===== config.mk =====
export PLATFORM = sky130hd
export DESIGN_NAME = timer_event_sequencer
export DESIGN_NICKNAME = d
export VERILOG_FILES = /design/src/rtl/timer_seq_pkg.sv /design/src/rtl/timer_cmd_fifo.sv /design/src/rtl/timer_event_sequencer.sv
export SDC_FILE = /design/constraint.sdc
export NUM_CORES = 1
export LEC_CHECK = 0
export CORE_MARGIN = 3
export CORE_UTILIZATION = 55
export CTS_CLUSTER_DIAMETER = 50
export DETAILED_ROUTE_END_ITERATION = 10
export PLACE_DENSITY_LB_ADDON = 0.05
export SLEW_MARGIN = 5
export SYNTH_ARGS = -nofsm -noshare
export SYNTH_HDL_FRONTEND = slang
export SYNTH_SLANG_ARGS = --single-unit

===== constraint.sdc =====
create_clock -name clk -period 2.9 [get_ports clk]
set_clock_uncertainty 0.2 [all_clocks]
set_input_delay 0.58 -clock clk [delete_from_list [all_inputs] [get_ports clk]]
set_output_delay 0.58 -clock clk [all_outputs]
set_load 0.01 [all_outputs]

===== src/rtl/timer_seq_pkg.sv =====
// Shared definitions for the timer event sequencer: timer register map, CTRL bit layout,
// sequencer FSM states and the timer-bus write beat.
package timer_seq_pkg;

    localparam logic [3:0] ADDR_CTRL   = 4'h0;
    localparam logic [3:0] ADDR_LOAD   = 4'h4;
    localparam logic [3:0] ADDR_VALUE  = 4'h8;
    localparam logic [3:0] ADDR_STATUS = 4'hC;

    localparam int CTRL_EN_BIT       = 0;
    localparam int CTRL_MODE_BIT     = 1;
    localparam int CTRL_PRESC_EN_BIT = 2;
    localparam int CTRL_DIV_LSB      = 8;
    localparam int CTRL_DIV_MSB      = 15;

    typedef enum logic [3:0] {
        ST_IDLE,
        ST_OFF,
        ST_CLR0,
        ST_LOAD,
        ST_ON,
        ST_WAIT,
        ST_CLR,
        ST_STOP,
        ST_EVT
    } seq_state_e;

    typedef struct packed {
        logic        sel;
        logic        we;
        logic [3:0]  addr;
        logic [31:0] wdata;
    } tbus_t;

    // One-shot enable word; mode bit stays 0 so the timer stops itself after one timeout.
    function automatic logic [31:0] ctrl_on_word(input logic [7:0] presc);
        logic [31:0] w;
        w                               = '0;
        w[CTRL_EN_BIT]                  = 1'b1;
        w[CTRL_MODE_BIT]                = 1'b0;
        w[CTRL_PRESC_EN_BIT]            = |presc;
        w[CTRL_DIV_MSB:CTRL_DIV_LSB]    = presc;
        return w;
    endfunction

endpackage


===== src/rtl/timer_cmd_fifo.sv =====
// Synchronous command FIFO, DEPTH x WIDTH, registered full/empty/level; rdata shows the head.
// No bypass: a push becomes visible to the reader one cycle later. Push while full is taken only alongside a pop.
module timer_cmd_fifo #(
    parameter  int WIDTH = 44,
    parameter  int DEPTH = 4,
    localparam int AW    = $clog2(DEPTH)
) (
    input  logic             clk,
    input  logic             reset,
    input  logic             push,
    input  logic [WIDTH-1:0] wdata,
    input  logic             pop,
    output logic [WIDTH-1:0] rdata,
    output logic             full,
    output logic             empty,
    output logic [AW:0]      level
);

    logic [WIDTH-1:0] r_mem [DEPTH];
    logic [AW-1:0]    r_wr_ptr;
    logic [AW-1:0]    r_rd_ptr;
    logic [AW:0]      r_level;
    logic             w_do_push;
    logic             w_do_pop;

    assign full      = (r_level == (AW+1)'(DEPTH));
    assign empty     = (r_level == '0);
    assign level     = r_level;
    assign w_do_pop  = pop & ~empty;
    assign w_do_push = push & (~full | w_do_pop);
    assign rdata     = r_mem[r_rd_ptr];

    always_ff @(posedge clk or posedge reset) begin
        if (reset) begin
            r_wr_ptr <= '0;
            r_rd_ptr <= '0;
            r_level  <= '0;
        end else begin
            if (w_do_push) r_wr_ptr <= r_wr_ptr + AW'(1);
            if (w_do_pop)  r_rd_ptr <= r_rd_ptr + AW'(1);
            case ({w_do_push, w_do_pop})
                2'b10:   r_level <= r_level + (AW+1)'(1);
                2'b01:   r_level <= r_level - (AW+1)'(1);
                default: r_level <= r_level;
            endcase
        end
    end

    // Storage carries no reset; it is only read while the level says the slot is valid.
    always_ff @(posedge clk) begin
        if (w_do_push) r_mem[r_wr_ptr] <= wdata;
    end

endmodule


===== src/rtl/timer_event_sequencer.sv =====
// Pops delay commands and runs each as a one-shot on the timer bus (OFF,CLR0,LOAD,ON,WAIT,CLR,STOP,EVT); pop-to-OFF 1 cycle, irq-to-event 3 cycles.
// cmd_ready is registered FIFO not-full; events have no backpressure and are at least 4 cycles apart.
module timer_event_sequencer
    import timer_seq_pkg::*;
#(
    parameter  int DEPTH = 4,
    parameter  int TAG_W = 4,
    localparam int LVL_W = $clog2(DEPTH) + 1
) (
    input  logic             clk,
    input  logic             reset,
    input  logic             cmd_valid,
    output logic             cmd_ready,
    input  logic [31:0]      cmd_delay,
    input  logic [7:0]       cmd_presc,
    input  logic [TAG_W-1:0] cmd_tag,
    input  logic             abort,
    output logic             t_sel,
    output logic             t_we,
    output logic [3:0]       t_addr,
    output logic [31:0]      t_wdata,
    input  logic             t_irq,
    output logic             evt_valid,
    output logic [TAG_W-1:0] evt_tag,
    output logic             evt_aborted,
    output logic             busy,
    output logic [LVL_W-1:0] level
);

    localparam int CMD_W = 32 + 8 + TAG_W;

    seq_state_e       r_state;
    seq_state_e       w_next;
    logic [31:0]      r_delay;
    logic [7:0]       r_presc;
    logic [TAG_W-1:0] r_tag;
    logic             r_aborted;

    logic [CMD_W-1:0] w_fifo_dat;
    logic             w_full;
    logic             w_empty;
    logic             w_push;
    logic             w_pop;
    tbus_t            w_bus;
    logic             w_evt_vld;

    assign cmd_ready = ~w_full;
    assign w_push    = cmd_valid & ~w_full;
    assign w_pop     = (r_state == ST_IDLE) & ~w_empty;
    assign busy      = (r_state != ST_IDLE);

    timer_cmd_fifo #(
        .WIDTH (CMD_W),
        .DEPTH (DEPTH)
    ) u_cmd_fifo (
        .clk   (clk),
        .reset (reset),
        .push  (w_push),
        .wdata ({cmd_delay, cmd_presc, cmd_tag}),
        .pop   (w_pop),
        .rdata (w_fifo_dat),
        .full  (w_full),
        .empty (w_empty),
        .level (level)
    );

    always_ff @(posedge clk or posedge reset) begin
        if (reset) begin
            r_state <= ST_IDLE;
        end else begin
            r_state <= w_next;
        end
    end

    always_comb begin
        w_next = r_state;
        case (r_state)
            ST_IDLE: if (!w_empty) w_next = ST_OFF;
            ST_OFF:  w_next = ST_CLR0;
            ST_CLR0: w_next = ST_LOAD;
            // A zero load never times out, so skip straight to the completion event.
            ST_LOAD: w_next = (r_delay == 32'd0) ? ST_EVT : ST_ON;
            ST_ON:   w_next = ST_WAIT;
            ST_WAIT: if (abort || t_irq) w_next = ST_CLR;
            ST_CLR:  w_next = ST_STOP;
            ST_STOP: w_next = ST_EVT;
            ST_EVT:  w_next = ST_IDLE;
            default: w_next = ST_IDLE;
        endcase
    end

    always_ff @(posedge clk or posedge reset) begin
        if (reset) begin
            r_delay   <= '0;
            r_presc   <= '0;
            r_tag     <= '0;
            r_aborted <= 1'b0;
        end else if (w_pop) begin
            {r_delay, r_presc, r_tag} <= w_fifo_dat;
            r_aborted                 <= 1'b0;
        end else if ((r_state == ST_WAIT) && abort) begin
            r_aborted <= 1'b1;
        end
    end

    always_comb begin
        w_bus     = '0;
        w_evt_vld = 1'b0;
        case (r_state)
            ST_OFF:  w_bus = '{sel: 1'b1, we: 1'b1, addr: ADDR_CTRL,   wdata: 32'd0};
            ST_CLR0: w_bus = '{sel: 1'b1, we: 1'b1, addr: ADDR_STATUS, wdata: 32'd1};
            ST_LOAD: w_bus = '{sel: 1'b1, we: 1'b1, addr: ADDR_LOAD,   wdata: r_delay};
            ST_ON:   w_bus = '{sel: 1'b1, we: 1'b1, addr: ADDR_CTRL,   wdata: ctrl_on_word(r_presc)};
            ST_CLR:  w_bus = '{sel: 1'b1, we: 1'b1, addr: ADDR_STATUS, wdata: 32'd1};
            ST_STOP: w_bus = '{sel: 1'b1, we: 1'b1, addr: ADDR_CTRL,   wdata: 32'd0};
            ST_EVT:  w_evt_vld = 1'b1;
            default: w_bus = '0;
        endcase
    end

    assign t_sel       = w_bus.sel;
    assign t_we        = w_bus.we;
    assign t_addr      = w_bus.addr;
    assign t_wdata     = w_bus.wdata;
    assign evt_valid   = w_evt_vld;
    assign evt_tag     = w_evt_vld ? r_tag : '0;
    assign evt_aborted = w_evt_vld & r_aborted;

endmodule


# [After elaboration in Yosys (flattened, before gate mapping)]
# Memory sizes are Yosys's and may differ from the RTL's. A register that Yosys moved wholly into a read port is not among the register bits.
# Cells that the tools add are included.
[totals] regBits=12 latch_bits=0 ram_bits=176 mem_bits_ro=0 inputBits=49 elab_cells=55 n_memories=1
[memory_table] name="u_cmd_fifo.r_mem" words=4 width=44 read_ports=1 rd_ports_with_merged_regs=1 write_ports=1 line_no="timer_cmd_fifo.sv:19" rtl="logic [WIDTH-1:0] r_mem [DEPTH];"
[classes] addsub=4 n_mul=0 n_div=0 magnitude_cmp=0 eq_ne=13 shifts=0 n_mux=12 bitwise_logic=8 n_reduce_logical=12
[op_table] op="case mux 38 bit (4 select lines)" count=1
[op_table] op="logical NOT 32 bit" count=1
[op_table] op="case mux 4 bit (8 select lines)" count=1
[op_table] op="equality test 4 x 3 -> 1 bit (second input constant)" count=4
[op_table] op="2-to-1 mux 4 bit" count=4
[op_table] op="equality test 4 x 2 -> 1 bit (second input constant)" count=2
[op_table] op="OR reduction 8 bit" count=1
[op_table] op="case mux 3 bit (2 select lines)" count=1
[op_table] op="AND 1 bit" count=5
[op_table] op="2-to-1 mux 1 bit" count=5
[op_table] op="adder 2 x 1 -> 2 bit (second input constant)" count=2
[op_table] op="equality test 4 x 1 -> 1 bit (second input constant)" count=1
[op_table] op="equality test 4 bit (second input constant)" count=1
[op_table] op="logical NOT 4 bit" count=1
[op_table] op="!= test 2 bit (second input constant)" count=2
[op_table] op="nonzero test 2 bit" count=2
[op_table] op="nonzero test 4 bit" count=1
[op_table] op="OR reduction 2 bit" count=2
[op_table] op="adder 3 x 1 -> 3 bit (second input constant)" count=1
[op_table] op="equality test 3 bit (second input constant)" count=1
[op_table] op="logical NOT 3 bit" count=1
[op_table] op="subtractor 3 x 1 -> 3 bit (second input constant)" count=1
[op_table] op="equality test 2 x 1 -> 1 bit (second input constant)" count=1
[op_table] op="equality test 2 bit (second input constant)" count=1
[op_table] op="5 further kinds" count=6

# [Logic depth before layout (Yosys ltp)]
[logic_depth] depth_word=8 ltp_mapped=10

# [Cells and area by module]
# Synthesis repeated with hierarchy kept, for this count alone.
[hier_totals] cells_unflattened=460 hier_area_um2=9311.4
[modules_own_cells] module="timer_cmd_fifo" n_inst=1 cells_each=269 area_each_um2=6769.0 seq_area_each_um2=5460.2
[modules_own_cells] module="timer_event_sequencer" n_inst=1 cells_each=191 area_each_um2=2542.4 seq_area_each_um2=1226.2

# [Worst setup path before layout]
# No wires, ideal clock.
[synth_timing] path_kind="flip-flop to flip-flop" from="reg r_state[2]" to="reg u_cmd_fifo.r_level[2] (netlist: u_cmd_fifo.level[2])" setup_ns=0.079 t_arrival_ns=2.263 slack_ns=0.358 stages_incl_launch_ff=11 n_path_buf=2 period_less_slack_ns=2.542 cell_sequence="dfrtp_1 -> buf_6 -> or4_4 -> nor2_4 -> buf_4 -> ha_1 -> inv_1 -> fa_1 -> xor2_1 -> nor2_1 -> xor2_1"
[synth_between] elab_chain_cells=7
[synth_lines] element="from (decl)" line_no="timer_event_sequencer.sv:32" rtl="seq_state_e r_state;"
[synth_lines] element="from (signal assigned)" line_no="timer_event_sequencer.sv:71" rtl="r_state <= w_next;"
[synth_lines] element="logical NOT 4 bit (*)" line_no="timer_event_sequencer.sv:49" rtl="assign w_pop = (r_state == ST_IDLE) & ~w_empty;"
[synth_lines] element="AND 1 bit (*)" line_no="timer_event_sequencer.sv:49"
[synth_lines] element="via u_cmd_fifo.pop" line_no="timer_cmd_fifo.sv:12" rtl="input logic pop,"
[synth_lines] element="AND 1 bit (*)" line_no="timer_cmd_fifo.sv:29" rtl="assign w_do_pop = pop & ~empty;"
[synth_lines] element="OR 1 bit" line_no="timer_cmd_fifo.sv:30" rtl="assign w_do_push = push & (~full | w_do_pop);"
[synth_lines] element="AND 1 bit" line_no="timer_cmd_fifo.sv:30"
[synth_lines] element="equality test 2 x 1 -> 1 bit / equality test 2 bit (equally long branches)" line_no="timer_cmd_fifo.sv:41" rtl="case ({w_do_push, w_do_pop})"
[synth_lines] element="case mux 3 bit (2 select lines) / nonzero test 2 bit (equally long branches)"
[synth_lines] element="to (signal assigned)" line_no="timer_cmd_fifo.sv:42" rtl="2'b10: r_level <= r_level + (AW+1)'(1);"
[synth_lines] element="to (signal assigned)" line_no="timer_cmd_fifo.sv:43" rtl="2'b01: r_level <= r_level - (AW+1)'(1);"
[synth_lines] element="to (signal assigned)" line_no="timer_cmd_fifo.sv:44" rtl="default: r_level <= r_level;"
[synth_lines] element="to (decl)" line_no="timer_cmd_fifo.sv:22" rtl="logic [AW:0] r_level;"
# Mark *: on every way through the listed nets, which the timed path passes. The rest lies on a longest branch.
# A chain may end at the register's enable or synchronous reset.

# [Worst setup path after layout]
[layout_timing] from="reg r_state[0]" to="out evt_tag[0]"
[layout_between] elab_chain_cells=3
[layout_lines] element="equality test 4 bit" line_no="timer_event_sequencer.sv:109" rtl="case (r_state)"
[layout_lines] element="2-to-1 mux 1 bit" line_no="timer_event_sequencer.sv:109"
[layout_lines] element="2-to-1 mux 4 bit" line_no="timer_event_sequencer.sv:126" rtl="assign evt_tag = w_evt_vld ? r_tag : '0;"
[layout_lines] element="to (decl)" line_no="timer_event_sequencer.sv:24" rtl="output logic [TAG_W-1:0] evt_tag,"
# Every way passes these cells.

==> Flow_metrics.wiki <==
{| class="wikitable"
! Metric !! Value
|-
| Status || complete, no violations
|-
| Worst slew margin || 0.646
|-
| Share of total power in combinational logic || 0.324
|-
| Maximum ir drop on the vdd rail || 751 µV
|-
| Fin worst setup slack || 0.0226 ns
|-
| Final Core Density || 0.708
|-
| Total Wirelength || 18300 µm
|-
| Synthesis Warnings || 0
|-
| Max-slew violation count || 0
|-
| Number of antenna violations at the first check in global routing || 1
|-
| Top Ports || 98
|-
| Global-route wire length before repair || 28500 µm
|-
| Total half-perimeter wirelength after legalization and detailed placement || 10900 µm
|-
| Largest net degree at the start of global routing || 48
|-
| Buffer depth of the longest clock path || 3
|-
| CTS H-tree depth || 1
|-
| Async S/R FF share, synth || 0.241
|-
| Share of layout cells above drive strength 1 || 0.293
|-
| Required time worst endpoint || 2.12 ns
|-
| Number of fill cells || 1035
|-
| Die boundary height || 135 µm
|-
| Wire length per cell after detailed routing || 22.3 µm
|-
| Category of the most critical setup path || flip-flop to output port
|-
| Total iterations of the first detailed-routing run || 4
|-
| Depth of the most critical reg-to-reg path || 9
|-
| Cell row count || 46
|-
| DIE AREA || 18200 µm²
|-
| Starting density of the core || 0.569
|-
| Area taken by multi-input logic gates || 2300 µm²
|-
| Post-route minimum period || 2.88 ns
|-
| Pre-CTS WS || 0.200 ns
|-
| Synthesized area || 9160 µm²
|-
| Placer congestion estimate || 0.751
|-
| Placeable core region || 16100 µm²
|-
| CTS sink cnt || 232
|-
| Area taken by flip-flops and latches || 6690 µm²
|-
| Root Driver || sky130_fd_sc_hd__clkbuf_16
|-
| Worst Hold Class || input pin to async pin
|-
| Syn Inst Count || 455
|-
| Timing-limited maximum frequency || 0.348 GHz
|-
| Final period util || 0.992
|-
| GR Overflow Total || 0
|-
| Critical register-to-register path endpoint || u_cmd_fifo.level[2]$_DFFE_PP0P_
|-
| Vias in the first global route || 5012
|-
| Leakage power total || 4.24 nW
|-
| Post-synth cell types || 38
|-
| Reg2reg setup slack || 0.29 ns
|-
| Kind of start point of the critical path || flip-flop
|-
| Number of buffers and inverters on the critical path || 4
|-
| Total CTS buffers || 24
|-
| Sequential element share of the synthesized area || 0.730
|-
| Clock insertion delay at the later pin of the skew report || 0.50 ns
|-
| Post-route DRC || 0
|-
| Transition at the pin with the smallest max-transition slack || 0.531 ns
|-
| Arrival time at the worst endpoint || 2.10 ns
|-
| CP max-delay cell || sky130_fd_sc_hd__dfrtp_2
|-
| Number of max-capacitance violations reported || 0
|-
| Count of endpoints failing setup in the final report || 0
|-
| CP dominant cell by count || sky130_fd_sc_hd__buf_4
|-
| CP endpoint kind || output port
|-
| Input/output buffers || 95
|-
| Switching pwr || 3.49 mW
|-
| Portion of total power attributed to the clock network || 0.247
|-
| Seq cells post-synth || 232
|-
| Number of nets in the finished design || 641
|-
| Vias after detailed routing || 4682
|-
| Critical path cell sequence || buf_4 -> nor4_2 -> buf_4 -> buf_4 -> and2_1 -> clkdlybuf4s15_1
|-
| Average vias per placed instance || 5.70
|-
| Average cell area after synthesis || 20.1 µm²
|-
| Switching part of the total || 0.291
|-
| Highest fanout seen on the critical path || 10
|-
| Most used flip-flop cell after synthesis || sky130_fd_sc_hd__edfxtp_1
|-
| Number of hold violations in the final report || 0
|-
| Clock tree from TritonCTS || done
|-
| CP max stage delay || 0.41 ns
|-
| Violation count after the first detailed-route iteration || 216
|-
| Seq pwr share || 0.430
|-
| Synth-to-Final Area Change || 24.5%
|-
| Remaining antenna violation count || 0
|-
| Family with the most delay on the worst path || buffers and inverters
|-
| Die W || 135 µm
|-
| Number of enable-type register cells in the synthesized netlist || 176
|-
| Clk slew on worst S/H paths || 0.06 ns
|-
| GRT Total Usage || 0.208
|-
| Startpoint of the worst-slack reg-to-reg timing path || r_state[0]$_DFFE_PP0P_
|-
| Pwr/cell area || 1050 nW/µm²
|-
| Cell-internal power || 8.49 mW
|}
-- worst reg2reg max path: stages (launching register included) --
cell and delay (ns):
sky130_fd_sc_hd__dfrtp_2 0.41, sky130_fd_sc_hd__buf_4 0.18, sky130_fd_sc_hd__or4_4 0.56, sky130_fd_sc_hd__nor2_4 0.14, sky130_fd_sc_hd__ha_1 0.20, sky130_fd_sc_hd__inv_1 0.06, sky130_fd_sc_hd__fa_1 0.37, sky130_fd_sc_hd__xor2_1 0.15
sky130_fd_sc_hd__nor2_1 0.12, sky130_fd_sc_hd__xor2_1 0.15
-- sequential cells by signal (all words and copies together), names as in the netlist --
register	count
u_cmd_fifo.r_mem	176
r_delay	32
r_presc	8
r_state	4
r_tag	4
u_cmd_fifo.level	3
u_cmd_fifo.r_rd_ptr	2
u_cmd_fifo.r_wr_ptr	2
r_aborted	1
-- final cells by class --
class | count | area share
antenna | 1 | 0.000219
clock buffer | 28 | 0.0567
clock inverter | 16 | 0.0112
inverter | 10 | 0.00329
multi-input combinational | 190 | 0.202
sequential | 232 | 0.587
tap | 216 | 0.0237
timing repair buffer | 128 | 0.116
-- routing by layer --
metal  vias to the layer above  track usage  part of all wire
li1                       2073            -                 -
met1                      2443        0.282              0.42
met2                       132        0.360              0.52
met3                        34       0.0272             0.041
met4                         0       0.0616             0.024
met5                         -            0                 0
-- timing repair --
item	in CTS	in global routing
hold buffers	0	0
setup endpoints to repair	39	7
setup buffers	14	0
cloned	2	0
pin swaps	1	0
hold endpoints to repair	0	0
gates resized for setup	50	10
-- per-stage QoR --
step / hold slack, ns / TNS, ns / std cells / cell area [µm²] / power, mW
2_1_floorplan: 0.258 / 0 / 456 / 9170 / 7.63
3_3_place_gp: 0.288 / 0 / 760 / 10500 / 8.96
3_5_place_dp: 0.291 / 0 / 760 / 10500 / 9.06
4_1_cts: 0.245 / 0 / 820 / 11400 / 12.1
5_1_grt: 0.264 / -0.250 / 821 / 11400 / 12.6
6_report: 0.243 / 0 / 821 / 11400 / 12.0
-- power groups by stage --
stage,sequential (mW),clock (mW),combinational [mW]
after floorplan,4.91,0,2.72
after global placement,5.18,0,3.78
after detailed placement,5.23,0,3.82
after CTS,5.15,3.01,3.94
after global routing,5.25,3.16,4.18
final,5.15,2.95,3.88
-- synth_stat cells (5+ instances only) --
| cell | number | area (µm²) |
|---|---|---|
| sky130_fd_sc_hd__and2_1 | 28 | 175 |
| sky130_fd_sc_hd__clkbuf_1 | 9 | 33.8 |
| sky130_fd_sc_hd__mux4_2 | 44 | 991 |
| sky130_fd_sc_hd__buf_2 | 6 | 30.0 |
| sky130_fd_sc_hd__dfrtp_1 | 56 | 1400 |
| sky130_fd_sc_hd__a22o_1 | 9 | 78.8 |
| sky130_fd_sc_hd__mux2_4 | 20 | 300 |
| sky130_fd_sc_hd__nor4_1 | 11 | 68.8 |
| sky130_fd_sc_hd__xnor2_1 | 5 | 43.8 |
| sky130_fd_sc_hd__buf_4 | 5 | 37.5 |
| sky130_fd_sc_hd__edfxtp_1 | 176 | 5290 |
| sky130_fd_sc_hd__ha_1 | 5 | 62.6 |
| sky130_fd_sc_hd__inv_1 | 10 | 37.5 |
| sky130_fd_sc_hd__nor2_1 | 7 | 26.3 |
| sky130_fd_sc_hd__mux2_2 | 25 | 282 |
-- worst max path at each step --
stage / from / to / slack, ns / cells past startpoint
after floorplan: r_state[2]$_DFFE_PP0P_ / u_cmd_fifo.level[2]$_DFFE_PP0P_ / 0.36 / 10
after global placement: r_state[0]$_DFFE_PP0P_ / t_wdata[15] / 0.30 / 5
after global routing: r_state[0]$_DFFE_PP0P_ / evt_tag[2] / -0.08 / 6
final: r_state[0]$_DFFE_PP0P_ / evt_tag[0] / 0.02 / 6
after detailed placement: r_state[0]$_DFFE_PP0P_ / t_wdata[26] / 0.20 / 5
after CTS: r_state[0]$_DFFE_PP0P_ / evt_valid / 0.002 / 4
-- layout by cell type, fill, tap and decap left out, types with 2 or more instances in the layout --
master,synthesis,routed
sky130_fd_sc_hd__nor2_1,7,7
sky130_fd_sc_hd__bufinv_16,0,2
sky130_fd_sc_hd__buf_6,2,2
sky130_fd_sc_hd__xor2_1,3,3
sky130_fd_sc_hd__clkinv_1,0,7
sky130_fd_sc_hd__conb_1,1,2
sky130_fd_sc_hd__edfxtp_1,176,176
sky130_fd_sc_hd__buf_4,5,18
sky130_fd_sc_hd__inv_1,10,8
sky130_fd_sc_hd__and2_1,28,28
sky130_fd_sc_hd__clkbuf_1,9,2
sky130_fd_sc_hd__clkinv_2,0,5
sky130_fd_sc_hd__clkdlybuf4s15_1,0,3
sky130_fd_sc_hd__clkbuf_16,0,25
sky130_fd_sc_hd__nand4_1,2,2
sky130_fd_sc_hd__buf_12,2,12
sky130_fd_sc_hd__a22o_1,9,9
sky130_fd_sc_hd__dfrtp_1,56,50
sky130_fd_sc_hd__nand2_1,4,3
sky130_fd_sc_hd__nor4_1,11,10
sky130_fd_sc_hd__inv_2,0,2
sky130_fd_sc_hd__clkdlybuf4s50_1,0,54
sky130_fd_sc_hd__dfrtp_2,0,6
sky130_fd_sc_hd__and3_2,0,4
sky130_fd_sc_hd__mux4_2,44,44
sky130_fd_sc_hd__dlymetal6s2s_1,0,3
sky130_fd_sc_hd__dlygate4sd2_1,0,34
sky130_fd_sc_hd__nor3_1,3,2
sky130_fd_sc_hd__xnor2_1,5,5
sky130_fd_sc_hd__a21oi_1,4,4
sky130_fd_sc_hd__ha_1,5,5
sky130_fd_sc_hd__mux2_2,25,25
sky130_fd_sc_hd__nor4_2,1,2
sky130_fd_sc_hd__mux2_4,20,20
-- cells by family (layout without fill, tap and decap cells) --
logic type | count (synthesis) | in the layout | share of synthesized area
other | 1 | 3 | 0.000409
buffers and inverters | 34 | 182 | 0.0220
AO/OA/AOI/OAI | 18 | 18 | 0.0152
multiplexers | 90 | 90 | 0.173
adder cells (fa/ha/maj) | 6 | 6 | 0.00901
flip-flops | 232 | 232 | 0.730
AND/OR/NAND/NOR | 66 | 66 | 0.0433
XOR/XNOR | 8 | 8 | 0.00765
Power figures use the tool's default switching activity.
